===== config.mk =====
export PLATFORM = sky130hd
export DESIGN_NAME = univ_shift_register_flat
export DESIGN_NICKNAME = d
export VERILOG_FILES = /design/src/rtl/univ_shift_register_if.sv /design/src/rtl/univ_shift_register.sv /design/src/flat_wrapper.sv
export SDC_FILE = /design/constraint.sdc
export NUM_CORES = 1
export LEC_CHECK = 0
export ABC_AREA = 1
export BUFFER_PORTS_ARGS = -buffer_cell sky130_fd_sc_hd__buf_4
export CAP_MARGIN = 20
export CORE_ASPECT_RATIO = 1.1
export CORE_UTILIZATION = 25
export CTS_BUF_LIST = sky130_fd_sc_hd__clkbuf_2 sky130_fd_sc_hd__clkbuf_4 sky130_fd_sc_hd__clkbuf_8
export CTS_CLUSTER_DIAMETER = 150
export DETAILED_ROUTE_END_ITERATION = 10
export PLACE_DENSITY = 0.54
export SLEW_MARGIN = 0
export SYNTH_ARGS = -nofsm -noshare
export SYNTH_HDL_FRONTEND = slang
export SYNTH_SLANG_ARGS = --single-unit

===== constraint.sdc =====
create_clock -name clk -period 3.5 [get_ports clk]
set_input_delay 0.875 -clock clk [delete_from_list [all_inputs] [get_ports clk]]
set_output_delay 0.875 -clock clk [all_outputs]
set_load 0.03 [all_outputs]

===== src/rtl/univ_shift_register_if.sv =====
// Control, data and status bundle for univ_shift_register.
// The design takes the slave view; a driver or bench takes the master view.
interface univ_shift_register_if #(
    parameter int unsigned N  = 8,
    parameter int unsigned CW = $clog2(N + 1)
);
    logic          en;
    logic [1:0]    mode;
    logic          rot;
    logic          SI_R;
    logic          SI_L;
    logic [N-1:0]  I;
    logic [N-1:0]  Q;
    logic          SO_R;
    logic          SO_L;
    logic [CW-1:0] cnt;
    logic          done;

    modport master (
        output en, mode, rot, SI_R, SI_L, I,
        input  Q, SO_R, SO_L, cnt, done
    );

    modport slave (
        input  en, mode, rot, SI_R, SI_L, I,
        output Q, SO_R, SO_L, cnt, done
    );
endinterface


===== src/rtl/univ_shift_register.sv =====
// N-bit universal shift register: hold, shift right/left (optionally rotating),
// parallel load, and a saturating shift counter that flags a full word shifted.
module univ_shift_register #(
    parameter int unsigned N  = 8,
    parameter int unsigned CW = $clog2(N + 1)
) (
    input logic                   clk,
    input logic                   reset,
    univ_shift_register_if.slave  bus
);
    typedef enum logic [1:0] {
        MODE_HOLD = 2'b00,
        MODE_SHR  = 2'b01,
        MODE_SHL  = 2'b10,
        MODE_LOAD = 2'b11
    } mode_e;

    localparam logic [CW-1:0] CNT_FULL = CW'(N);

    logic [N-1:0]  q, q_next;
    logic [CW-1:0] cnt, cnt_next;
    logic          done, done_next;
    logic          shifting;
    mode_e         op;

    assign op = mode_e'(bus.mode);

    always_comb begin
        q_next    = q;
        cnt_next  = cnt;
        done_next = done;
        shifting  = 1'b0;
        if (bus.en) begin
            case (op)
                MODE_SHR: begin
                    q_next   = {(bus.rot ? q[0] : bus.SI_R), q[N-1:1]};
                    shifting = 1'b1;
                end
                MODE_SHL: begin
                    q_next   = {q[N-2:0], (bus.rot ? q[N-1] : bus.SI_L)};
                    shifting = 1'b1;
                end
                MODE_LOAD: begin
                    q_next    = bus.I;
                    cnt_next  = '0;
                    done_next = 1'b0;
                end
                default: ;
            endcase
        end
        // Counter saturates at N; shifting itself carries on past that point.
        if (shifting && (cnt != CNT_FULL)) begin
            cnt_next  = cnt + CW'(1);
            done_next = (cnt + CW'(1)) == CNT_FULL;
        end
    end

    always_ff @(posedge clk) begin
        if (reset) begin
            q    <= '0;
            cnt  <= '0;
            done <= 1'b0;
        end else begin
            q    <= q_next;
            cnt  <= cnt_next;
            done <= done_next;
        end
    end

    assign bus.Q    = q;
    assign bus.SO_R = q[0];
    assign bus.SO_L = q[N-1];
    assign bus.cnt  = cnt;
    assign bus.done = done;
endmodule


===== src/flat_wrapper.sv =====
// flat-port wrapper written by rule: the top's interface ports become plain ports
module univ_shift_register_flat 
#(
    parameter int unsigned N  = 8,
    parameter int unsigned CW = $clog2(N + 1)
)
  (clk, reset, bus_en, bus_mode, bus_rot, bus_SI_R, bus_SI_L, bus_I, bus_Q, bus_SO_R, bus_SO_L, bus_cnt, bus_done);
  univ_shift_register_if #(.N(N), .CW(CW)) bus_i ();
  input logic clk;
  input logic reset;
  input wire logic [$bits(bus_i.en)-1:0] bus_en;
  input wire logic [$bits(bus_i.mode)-1:0] bus_mode;
  input wire logic [$bits(bus_i.rot)-1:0] bus_rot;
  input wire logic [$bits(bus_i.SI_R)-1:0] bus_SI_R;
  input wire logic [$bits(bus_i.SI_L)-1:0] bus_SI_L;
  input wire logic [$bits(bus_i.I)-1:0] bus_I;
  output wire logic [$bits(bus_i.Q)-1:0] bus_Q;
  output wire logic [$bits(bus_i.SO_R)-1:0] bus_SO_R;
  output wire logic [$bits(bus_i.SO_L)-1:0] bus_SO_L;
  output wire logic [$bits(bus_i.cnt)-1:0] bus_cnt;
  output wire logic [$bits(bus_i.done)-1:0] bus_done;
  assign bus_i.en = bus_en;
  assign bus_i.mode = bus_mode;
  assign bus_i.rot = bus_rot;
  assign bus_i.SI_R = bus_SI_R;
  assign bus_i.SI_L = bus_SI_L;
  assign bus_i.I = bus_I;
  assign bus_Q = bus_i.Q;
  assign bus_SO_R = bus_i.SO_R;
  assign bus_SO_L = bus_i.SO_L;
  assign bus_cnt = bus_i.cnt;
  assign bus_done = bus_i.done;
  univ_shift_register #(.N(N), .CW(CW)) u_core (.clk(clk), .reset(reset), .bus(bus_i));
endmodule

## Word-level counts from Yosys, hierarchy flattened

Cells that the tools add are included.

| storage, ports and cells | value |
|---|---|
| bits in registers | 13 |
| output and inout bits | 15 |

| cells by class | value |
|---|---|
| add/subtract/negate cells | 1 |
| eq/ne operators | 5 |
| muxes and demuxes | 11 |
| reduce and logical (&&, ||, !) cells | 7 |

Operators by type and width:

| kind | number |
|---|---|
| one-hot mux 8 bit (3 select lines) | 1 |
| 2-to-1 mux 4 bit | 3 |
| 2-to-1 mux 1 bit | 7 |
| adder 4 x 1 -> 4 bit, second input constant | 1 |
| equality test 2 bit, second input constant | 2 |
| equality test 4 bit, second input constant | 1 |
| inequality test 4 bit, second input constant | 1 |
| AND reduction 2 bit | 2 |
| nonzero test 2 bit | 2 |
| nonzero test 3 bit | 1 |
| equality test 2 x 1 -> 1 bit, second input constant | 1 |
| OR reduction 2 bit | 1 |
| logical AND 1 bit | 1 |

## Logic depth before layout (Yosys ltp)

Gate-level depths: netlist of the first run.

| depth | value |
|---|---|
| depth after elaboration | 7 |
| gate-level depth with buffers | 8 |
| mapped depth without buffers | 8 |

## Worst setup path before layout of the first run

No wires, ideal clock.

| timing path | value |
|---|---|
| path kind | input to register |
| start point | in bus_mode[0] |
| end point | reg u_core.q[7], in the netlist u_core.bus.Q[7] |
| library setup time | 0.074 ns |
| arrival time | 1.635 ns |
| required time | 3.426 ns |
| setup slack | 1.791 ns |
| stages | 6 |
| path buffers | 1 |
| cell sequence | inv_1 -> ha_1 -> buf_2 -> nor2_4 -> nand3_1 -> a31oi_1 |

| between the ends | value |
|---|---|
| cells in the longest elaborated chain, start to end | 3 |

Ends and longest elaborated chain:

| what | line | text |
|---|---|---|
| start, declared | flat_wrapper.sv:12 | `input wire logic [$bits(bus_i.mode)-1:0] bus_mode;` |
| equality test 2 bit / equality test 2 x 1 -> 1 bit (equally long branches) | univ_shift_register.sv:34 | `case (op)` |
| nonzero test 3 bit (no source line) | -- |  |
| AND reduction 2 bit (no source line) | -- |  |
| end signal, assigned | univ_shift_register.sv:64 | `q <= q_next;` |
| end, declared | univ_shift_register.sv:20 | `logic [N-1:0] q, q_next;` |

Parallel ways exist; a longest one is shown, timed or not.
A chain may end at the register's enable or synchronous reset.

## Final worst setup path of the first run

| timing path | value |
|---|---|
| start point | reg u_core.cnt[0], in the netlist u_core.bus.cnt[0] |
| end point | out bus_cnt[0] |

RTL lines:

| what | line | text |
|---|---|---|
| start, declared | univ_shift_register.sv:21 | `logic [CW-1:0] cnt, cnt_next;` |
| start signal, assigned | univ_shift_register.sv:65 | `cnt <= cnt_next;` |
| end, declared | flat_wrapper.sv:20 | `output wire logic [$bits(bus_i.cnt)-1:0] bus_cnt;` |

No word-level cell between the ends.

==> results of run 1 <==
==> cell families after synthesis <==
kind of cell | after synthesis
flops | 13
compound gates | 31
simple gates | 39
fa+ha+maj | 6
xor+xnor | 1
buf+inv | 20
==> registers in the layout, summed over array words and instances (netlist names) <==
signal	count
u_core.bus.Q	8
u_core.bus.cnt	4
u_core.bus.done	1
==> per-stage QoR <==
step / area, µm² / power [W] / utilization / hold slack [ns]
floorplan: 795 / 0.000228 / - / 0.612
global placement: 1040 / 0.000267 / 0.340 / 0.511
detailed placement: 1040 / 0.000267 / 0.340 / 0.508
CTS: 1070 / 0.000367 / 0.350 / 0.519
global route: 1070 / 0.000384 / 0.350 / 0.525
finish: 1070 / 0.000362 / 0.350 / 0.510
==> metal layers <==
layer  GRT usage  vias to the layer above
li1            -                      423
met1       0.150                      373
met2       0.225                       35
met3      0.0273                        2
met4      0.0607                        0
met5           0                        -
==> layout make-up <==
type                       count  area (µm²)  share of cell area
inverter                      16        60.1              0.0563
sequential                    13         260               0.244
tap                           34        42.5              0.0399
multi-input combinational     77         449               0.421
timing repair buffer          30         225               0.211
clock buffer                   4        30.0              0.0281
==> path summary, 6_finish.rpt <==
kind	endpoint	from	slack [ns]
setup / recovery	bus_cnt[0]	u_core.bus.cnt[0]	1.68
hold / removal	u_core.bus.Q[1]	u_core.bus.Q[2]	0.51
setup reg to reg	u_core.bus.done	u_core.bus.cnt[0]	2.20
hold reg to reg	u_core.bus.Q[1]	u_core.bus.Q[2]	0.51
==> cells in the mapped netlist (all sizes together) <==
cell    number
buf          4
a21oi       13
nand3        6
nand4        1
o211ai       1
nor2         6
xor2         1
a31oi        8
ha           6
nand2       26
inv         16
dfxtp       13
o21ai        9
==> report_power, final <==
| part | switching [W] | internal (W) | leakage, nW |
|---|---|---|---|
| clock network | 0.0000473 | 0.0000518 | 0.0184 |
| logic | 0.0000565 | 0.0000388 | 0.369 |
| registers | 0.0000113 | 0.000157 | 0.107 |
==> impl_metrics.json, run 1 <==
{
  "place_inst": 170,
  "vias_per_cell": 4.79,
  "min_period_ns": 1.82,
  "mostFrequentLayoutCell": "buf_4",
  "layout.cells.non_filler": 174,
  "synth-xor-area-share": 0.0110,
  "m1WireLength_um": 839,
  "core_area_mm2": 0.00305,
  "cp.buffers_inverters": 1,
  "fin_crit_sh": 0.521,
  "fin_setup_tns_ns": 0,
  "hold_class": "register to register",
  "cp.depth": 1,
  "mostFrequentLayoutCells": "buf_4, nand2_1, dfxtp_1",
  "met3_length_um": 165,
  "antenna_found_initial": 0,
  "grt_max_degree": 11,
  "seq_area_frac_synth": 0.328,
  "synth_cell_type_count": 21,
  "rows": 21,
  "maxSlewViolCount": 0,
  "synthAdderAreaFrac": 0.0945,
  "clock_skew_ns": 0.00469,
  "power_leakage_nw": 0.494,
  "drt_iter0_markers": 21,
  "cp_slowest_stage_delay_ns": 0.47,
  "root_buffer": "clkbuf_4",
  "grt_pass1_wl_mm": 3.41,
  "fin_nets": 163,
  "syn-cell-area_um2": 795,
  "grt_overflow": 0,
  "synth.area.mux_share": 0,
  "cts_tree": "done",
  "cp_max_fo": 7,
  "tightest_slew_ns": 0.430,
  "top_layer": "met4",
  "hold_violations": 0,
  "synth_fp_nets": 132,
  "clock_latency_ns": 0.27,
  "htree_levels": 1,
  "synth_top_family_by_area": "simple AND/OR/NAND/NOR gates",
  "synth-simple-area-share": 0.244,
  "peakVddDrop_mv": 0.168,
  "numPortBuffers": 30,
  "grt_pass1_vias": 815,
  "path_clk_slew_ns": 0.08,
  "io_pins": 31,
  "die_h_um": 61.1,
  "yosys.area.top_type": "dfxtp_1",
  "ff2ff_path_depth": 7,
  "die-area_mm2": 0.00341,
  "wl_mm": 1.98,
  "worst_setup_path_start_kind": "register",
  "initial_utilization": 0.261,
  "yosys_warnings": 0,
  "syn_avg_cell_area_um2": 7.22,
  "endpoint_kind": "output port",
  "synth.top_cell.area_share": 0.328,
  "synth_compound_area_frac": 0.216,
  "max_freq_ghz": 0.548,
  "cts.sinks": 13,
  "cts_setup_buffers": 0,
  "wl_met2_um": 961,
  "grt_usage": 0.127,
  "route.detailed.drc": 0,
  "cp.required_ns": 2.62,
  "wire_per_inst_um": 11.4,
  "path_cells": "buf_4",
  "gp_congestion": 0.828,
  "hold_buffers": 0,
  "outcome": "complete, no violations",
  "powerDensity_mw_per_mm2": 339,
  "ant_nets": 0,
  "first_pass_iters": 4,
  "worst-setup-path-type": "register to output port",
  "hpwl_mm": 1.52,
  "nFillCells": 347,
  "dr_total_vias": 833,
  "whs_path_depth": 2,
  "cts_buffer_depth": 2,
  "critical_path.top_delay_family": "flip-flops",
  "cts_resized": 0,
  "drive_gt1_frac": 0.329,
  "maxCapViolCount": 0,
  "finalSetupViolations": 0,
  "syn_inst": 110,
  "rsz0062_at_grt": "false",
  "die-width_um": 55.8,
  "cts_buffers": 3,
  "syn_to_final_growth_pct": 34.3,
  "arrival_ns": 0.95,
  "ys_seq_elements": 13,
  "slew_headroom": 0.713,
  "yosys-top-cells-area": "dfxtp_1, nand2_1, ha_1",
  "antenna_cells": 0,
  "place_ws_ns": 1.56,
  "cp_slowest_cell": "dfxtp_1",
  "layout_setup_ws_ns": 1.68
}
No activity file was read; power rests on OpenSTA's default activity.
==> inputs of run 2 (changes only) <==
--- a/config.mk
+++ b/config.mk
@@ -5,7 +5,7 @@
 export SDC_FILE = /design/constraint.sdc
 export NUM_CORES = 1
 export LEC_CHECK = 0
-export ABC_AREA = 1
+export ABC_AREA = 0
 export BUFFER_PORTS_ARGS = -buffer_cell sky130_fd_sc_hd__buf_4
 export CAP_MARGIN = 20
 export CORE_ASPECT_RATIO = 1.1
@@ -13,7 +13,7 @@
 export CTS_BUF_LIST = sky130_fd_sc_hd__clkbuf_2 sky130_fd_sc_hd__clkbuf_4 sky130_fd_sc_hd__clkbuf_8
 export CTS_CLUSTER_DIAMETER = 150
 export DETAILED_ROUTE_END_ITERATION = 10
-export PLACE_DENSITY = 0.54
+export PLACE_DENSITY = 0.55
 export SLEW_MARGIN = 0
 export SYNTH_ARGS = -nofsm -noshare
 export SYNTH_HDL_FRONTEND = slang
==> constraint.sdc (replaced) <==
create_clock -name clk -period 1.65 [get_ports clk]
set_input_delay 0.4125 -clock clk [delete_from_list [all_inputs] [get_ports clk]]
set_output_delay 0.4125 -clock clk [all_outputs]
set_load 0.03 [all_outputs]
==> run 2 against run 1 <==
Effect of this change:
- wire length shrank 2.1%
- clock power up 120%
- worst setup slack got worse by 1.5 ns
- die area shrank 1.4%
- non-clock buffer count up 6
- critical path depth up 5
- via count decreased by 1.7%
- synthesized cell count is 14% lower
- sequential power up 110%
- power rose by 120%
- highest routed layer is now met3
==> impl_metrics.json, run 2 <==
{
  "outcome": "complete, no violations",
  "arrival_ns": 1.63,
  "die-width_um": 55.4,
  "antenna_cells": 0,
  "yosys.area.top_type": "dfxtp_1",
  "yosys-top-cells-area": "dfxtp_1, a311oi_1, ha_1",
  "hold_buffers": 0,
  "slew_headroom": 0.789,
  "grt_overflow": 0,
  "fin_setup_tns_ns": 0,
  "fin_nets": 150,
  "cts_buffer_depth": 2,
  "root_buffer": "clkbuf_4",
  "syn_inst": 95,
  "synth_edf_count": 0,
  "layout.cells.non_filler": 160,
  "synth_fp_nets": 117,
  "wire_per_inst_um": 12.1,
  "cts_buffers": 3,
  "syn_to_final_growth_pct": 37.7,
  "die_h_um": 60.7,
  "first_pass_iters": 4,
  "largest_reg_flops": 8,
  "synth_flop_cell": "dfxtp_1",
  "rsz0062_at_grt": "false",
  "cp.buffers_inverters": 1,
  "cp_max_fo": 6,
  "cp_slowest_cell": "or3_1",
  "maxCapViolCount": 0,
  "clock_latency_ns": 0.27,
  "synth.top_cell.area_share": 0.332,
  "grt_usage": 0.129,
  "path_clk_slew_ns": 0.09,
  "maxSlewViolCount": 0,
  "gp_congestion": 0.740,
  "syn-cell-area_um2": 783,
  "die-area_mm2": 0.00336,
  "cts_tree": "done",
  "synth_cell_type_count": 27,
  "grt_max_degree": 17,
  "use_met1": 0.148,
  "dr_total_vias": 819,
  "tightest_slew_ns": 0.317,
  "hold_violations": 0,
  "wl_mm": 1.94,
  "peakVddDrop_mv": 0.350,
  "yosys_warnings": 0,
  "htree_levels": 1,
  "path_cells": "inv_1 > ha_1 > nand3b_1 > nand3_2 > or3_1 > a31oi_1",
  "mostFrequentLayoutCell": "buf_4",
  "ant_nets": 0,
  "worst-setup-path-type": "register to register",
  "drive_gt1_frac": 0.354,
  "max_freq_ghz": 0.698,
  "top_usage_layer": "met2",
  "drt_iter0_markers": 5,
  "seq_area_frac_synth": 0.332,
  "place_inst": 156,
  "cp.required_ns": 1.85,
  "route.detailed.drc": 0,
  "grt_pass1_wl_mm": 3.40,
  "hold_class": "primary input to register",
  "cp_slowest_stage_delay_ns": 0.36,
  "rows": 20,
  "io_pins": 31,
  "hpwl_mm": 1.52,
  "finalSetupViolations": 0,
  "ys_seq_elements": 13,
  "grt_util_met2": 0.234,
  "power_leakage_nw": 0.468,
  "endpoint_kind": "register",
  "powerDensity_mw_per_mm2": 725,
  "clock_skew_ns": 0.00593,
  "syn_avg_cell_area_um2": 8.24,
  "critical_path.top_delay_family": "simple AND/OR/NAND/NOR gates",
  "core_area_mm2": 0.00288,
  "fin_crit_sh": 0.868,
  "min_period_ns": 1.43,
  "cts_setup_buffers": 0,
  "numPortBuffers": 30,
  "worst_setup_path_start_kind": "register",
  "grt_pass1_vias": 792,
  "grtUsageMet3": 0.0341,
  "synth_common_cells": "dfxtp_1, nand2_1, a311oi_1, a22oi_1, nor2_1",
  "initial_utilization": 0.272,
  "cts.sinks": 13,
  "antenna_found_initial": 0,
  "mostFrequentLayoutCells": "buf_4, nand2_1, dfxtp_1",
  "cts_resized": 0,
  "vias_per_cell": 5.12,
  "synth-async-reset-ratio": 0,
  "nFillCells": 304
}
[run 2: cell count changes after synthesis, moves of 4 or more]
cell	delta
inv_1	-8
nand2_1	-10
nor2_1	+6
o21ai_0	-7
a22oi_1	+8
a311oi_1	+9
a31oi_1	-7
a21oi_1	-8
inv_2	-4
[run 2: worst paths after layout]
kind                     startpoint           endpoint  slack (ns)  cells after the start
setup / recovery  u_core.bus.cnt[0]  u_core.bus.cnt[3]        0.22                      6
hold / removal                reset    u_core.bus.Q[4]        0.41                      2
setup reg to reg  u_core.bus.cnt[0]  u_core.bus.cnt[3]        0.22                      6
hold reg to reg     u_core.bus.done    u_core.bus.done        0.49                      2
[run 2: kinds of logic (layout without fill, tap and decap cells)]
group                      count (synthesis)  count (layout)  share of synthesized area
buffers and inverters                     12              44                     0.0783
adders and majority gates                  6               6                     0.0958
and+or+nand+nor                           38              38                      0.241
muxes                                      2               2                     0.0288
DFF                                       13              13                      0.332
AOI/OAI and AO/OA                         24              24                      0.224
[run 2: power breakdown]
| part | switching, W | internal (W) | leakage (nW) |
|---|---|---|---|
| Combinational | 0.000119 | 0.0000950 | 0.343 |
| Clock | 0.000107 | 0.000110 | 0.0184 |
| Sequential | 0.0000186 | 0.000332 | 0.107 |
| Total | 0.000245 | 0.000537 | 0.468 |
[run 2: final cells by class]
class	instances	area, µm²	area share
well taps	33	41.3	0.0383
multi-input cells	70	462	0.428
flip-flops and latches	13	260	0.241
inverters	4	15.0	0.0139
repair buffers	36	270	0.251
clock buffers	4	30.0	0.0278
[run 2: through the flow]
step / power, W / utilization / hold slack [ns] / area (µm²) / setup WS [ns]
6_report: 0.000782 / 0.375 / 0.409 / 1080 / 0.217
5_1_grt: 0.000831 / 0.375 / 0.402 / 1080 / 0.114
4_1_cts: 0.000798 / 0.375 / 0.404 / 1080 / 0.226
3_5_place_dp: 0.000574 / 0.364 / 0.485 / 1050 / 0.0920
3_3_place_gp: 0.000570 / 0.364 / 0.506 / 1050 / 0.0864
2_1_floorplan: 0.000485 / - / 0.485 / 783 / 0.0325
[run 2: metal layers]
layer  wire (µm)  share of wire
met2         981           0.51
met4           0              0
met3         103          0.053
met1         850           0.44
met5           0              0
[run 2: worst register-to-register path, cell delays in order (launching register included)]
cell and delay [ns]:
dfxtp_1 0.34, inv_1 0.06, ha_1 0.21, nand3b_1 0.11
nand3_2 0.14, or3_1 0.36, a31oi_1 0.14
==> inputs of run 3 (changes only) <==
--- a/config.mk
+++ b/config.mk
@@ -5,7 +5,7 @@
 export SDC_FILE = /design/constraint.sdc
 export NUM_CORES = 1
 export LEC_CHECK = 0
-export ABC_AREA = 0
+export ABC_AREA = 1
 export BUFFER_PORTS_ARGS = -buffer_cell sky130_fd_sc_hd__buf_4
 export CAP_MARGIN = 20
 export CORE_ASPECT_RATIO = 1.1
==> run 3 against run 2 <==
Effect of this change:
- non-clock buffer count decreased by 6
- sequential power is 2% higher
- fmax rose by 4.2%
- worst setup slack gained 0.058 ns
- combinational power shrank 5%
- die area grew 1.4%
- sequential cell count did not move
- clock skew down 0.00056 ns
- global-route usage decreased by 0.16 points
- cell count increased by 8.8%
==> impl_metrics.json, run 3 (synthesis results as in run 1) <==
{
  "cp.depth": 1,
  "core_area_mm2": 0.00305,
  "place_ws_ns": 0.167,
  "cts_tree": "done",
  "placed_area_mm2": 0.00104,
  "final_area_mm2": 0.00107,
  "worst_setup_path_start_kind": "register",
  "vias_per_cell": 4.83,
  "ff2ff_path_depth": 7,
  "largest_reg_flops": 8,
  "grt_overflow": 0,
  "antenna_cells": 0,
  "mostFrequentLayoutCells": "buf_4, nand2_1, dfxtp_1",
  "reg2reg_from": "u_core.bus.cnt[0]",
  "arrival_ns": 0.96,
  "rsz0062_at_grt": "false",
  "layout_setup_ws_ns": 0.275,
  "path_cells": "buf_4",
  "grt_usage": 0.127,
  "route.detailed.drc": 0,
  "hold_buffers": 0,
  "finalSetupViolations": 0,
  "whs_path_depth": 2,
  "cp.buffers_inverters": 1,
  "dr_total_vias": 840,
  "ant_nets": 0,
  "peakVddDrop_mv": 0.317,
  "cp_slowest_cell": "dfxtp_1",
  "initial_utilization": 0.261,
  "die_h_um": 61.1,
  "maxSlewViolCount": 0,
  "fin_setup_tns_ns": 0,
  "cts_resized": 0,
  "mostFrequentLayoutCell": "buf_4",
  "cts_buffer_depth": 2,
  "wl_mm": 2.00,
  "endpoint_kind": "output port",
  "cp_max_fo": 7,
  "worstHoldStart": "reset",
  "max_freq_ghz": 0.727,
  "rows": 21,
  "die-width_um": 55.8,
  "root_buffer": "clkbuf_4",
  "clock_latency_ns": 0.27,
  "hold_violations": 0,
  "hold_class": "primary input to register",
  "wire_per_inst_um": 11.5,
  "cts.sinks": 13,
  "cp.required_ns": 1.24,
  "hpwl_mm": 1.56,
  "gp_congestion": 0.826,
  "outcome": "complete, no violations",
  "min_to": "u_core.bus.done",
  "io_pins": 31,
  "grt_pass1_vias": 805,
  "die-area_mm2": 0.00341,
  "antenna_found_initial": 0,
  "fin_crit_sh": 0.833,
  "slew_headroom": 0.710,
  "power_leakage_nw": 0.494,
  "cp_slowest_stage_delay_ns": 0.47,
  "grt_max_degree": 11,
  "clock_skew_ns": 0.00537,
  "drive_gt1_frac": 0.329,
  "rr_endpoint": "u_core.bus.done",
  "timing.reg2reg.setup_slack_ns": 0.35,
  "fin_nets": 163,
  "worst-setup-path-type": "register to output port",
  "critical_path.top_delay_family": "flip-flops",
  "first_pass_iters": 4,
  "syn_to_final_growth_pct": 34.3,
  "path_clk_slew_ns": 0.08,
  "maxCapViolCount": 0,
  "powerDensity_mw_per_mm2": 723,
  "cts_setup_buffers": 0,
  "grt_pass1_wl_mm": 3.42,
  "drt_iter0_markers": 17,
  "numPortBuffers": 30,
  "min_period_ns": 1.37,
  "htree_levels": 1,
  "cts_buffers": 3,
  "tightest_slew_ns": 0.435
}
[run 3: layer usage]
layer / up-vias / GRT usage / part of all wire
li1: 423 / - / -
met1: 386 / 0.158 / 0.47
met2: 27 / 0.215 / 0.46
met3: 4 / 0.0231 / 0.053
met4: 0 / 0.0643 / 0.013
met5: - / 0 / 0
[run 3: area by class of cell]
class                      count  area (µm²)
inverter                      16        60.1
sequential                    13         260
tap                           34        42.5
fill                         350        1980
timing repair buffer          30         225
multi-input combinational     77         449
clock buffer                   4        30.0
[run 3: report_power, final]
part           total [W]  switching, W  internal [W]
logic           0.000203      0.000120     0.0000822
clock network   0.000213      0.000103      0.000110
registers       0.000356     0.0000241      0.000332
[run 3: per-stage QoR]
step,instances,util,hold WS [ns],power (W)
floorplan,110,-,0.475,0.000485
global placement,170,0.340,0.503,0.000566
detailed placement,170,0.340,0.508,0.000567
CTS,174,0.350,0.323,0.000780
global route,174,0.350,0.319,0.000814
finish,174,0.350,0.326,0.000772
[run 3: worst reg2reg max path, delay by kind of cell (launching register included)]
| family | cells | cell delay [ns] |
|---|---|---|
| fa+ha+maj | 1 | 0.21 |
| compound gates | 1 | 0.11 |
| simple gates | 4 | 0.33 |
| flops | 1 | 0.47 |
| buf+inv | 1 | 0.10 |
[run 3: worst max path at each step]
stage | slack, ns | to | startpoint
5_1_grt | 0.22 | u_core.bus.done | u_core.bus.cnt[0]
4_1_cts | 0.27 | bus_cnt[0] | u_core.bus.cnt[0]
6_report | 0.28 | bus_cnt[0] | u_core.bus.cnt[0]
3_5_place_dp | 0.17 | u_core.bus.Q[7] | bus_mode[0]
3_3_place_gp | 0.18 | u_core.bus.Q[1] | bus_mode[0]
2_1_floorplan | 0.29 | u_core.bus.done | u_core.bus.cnt[0]
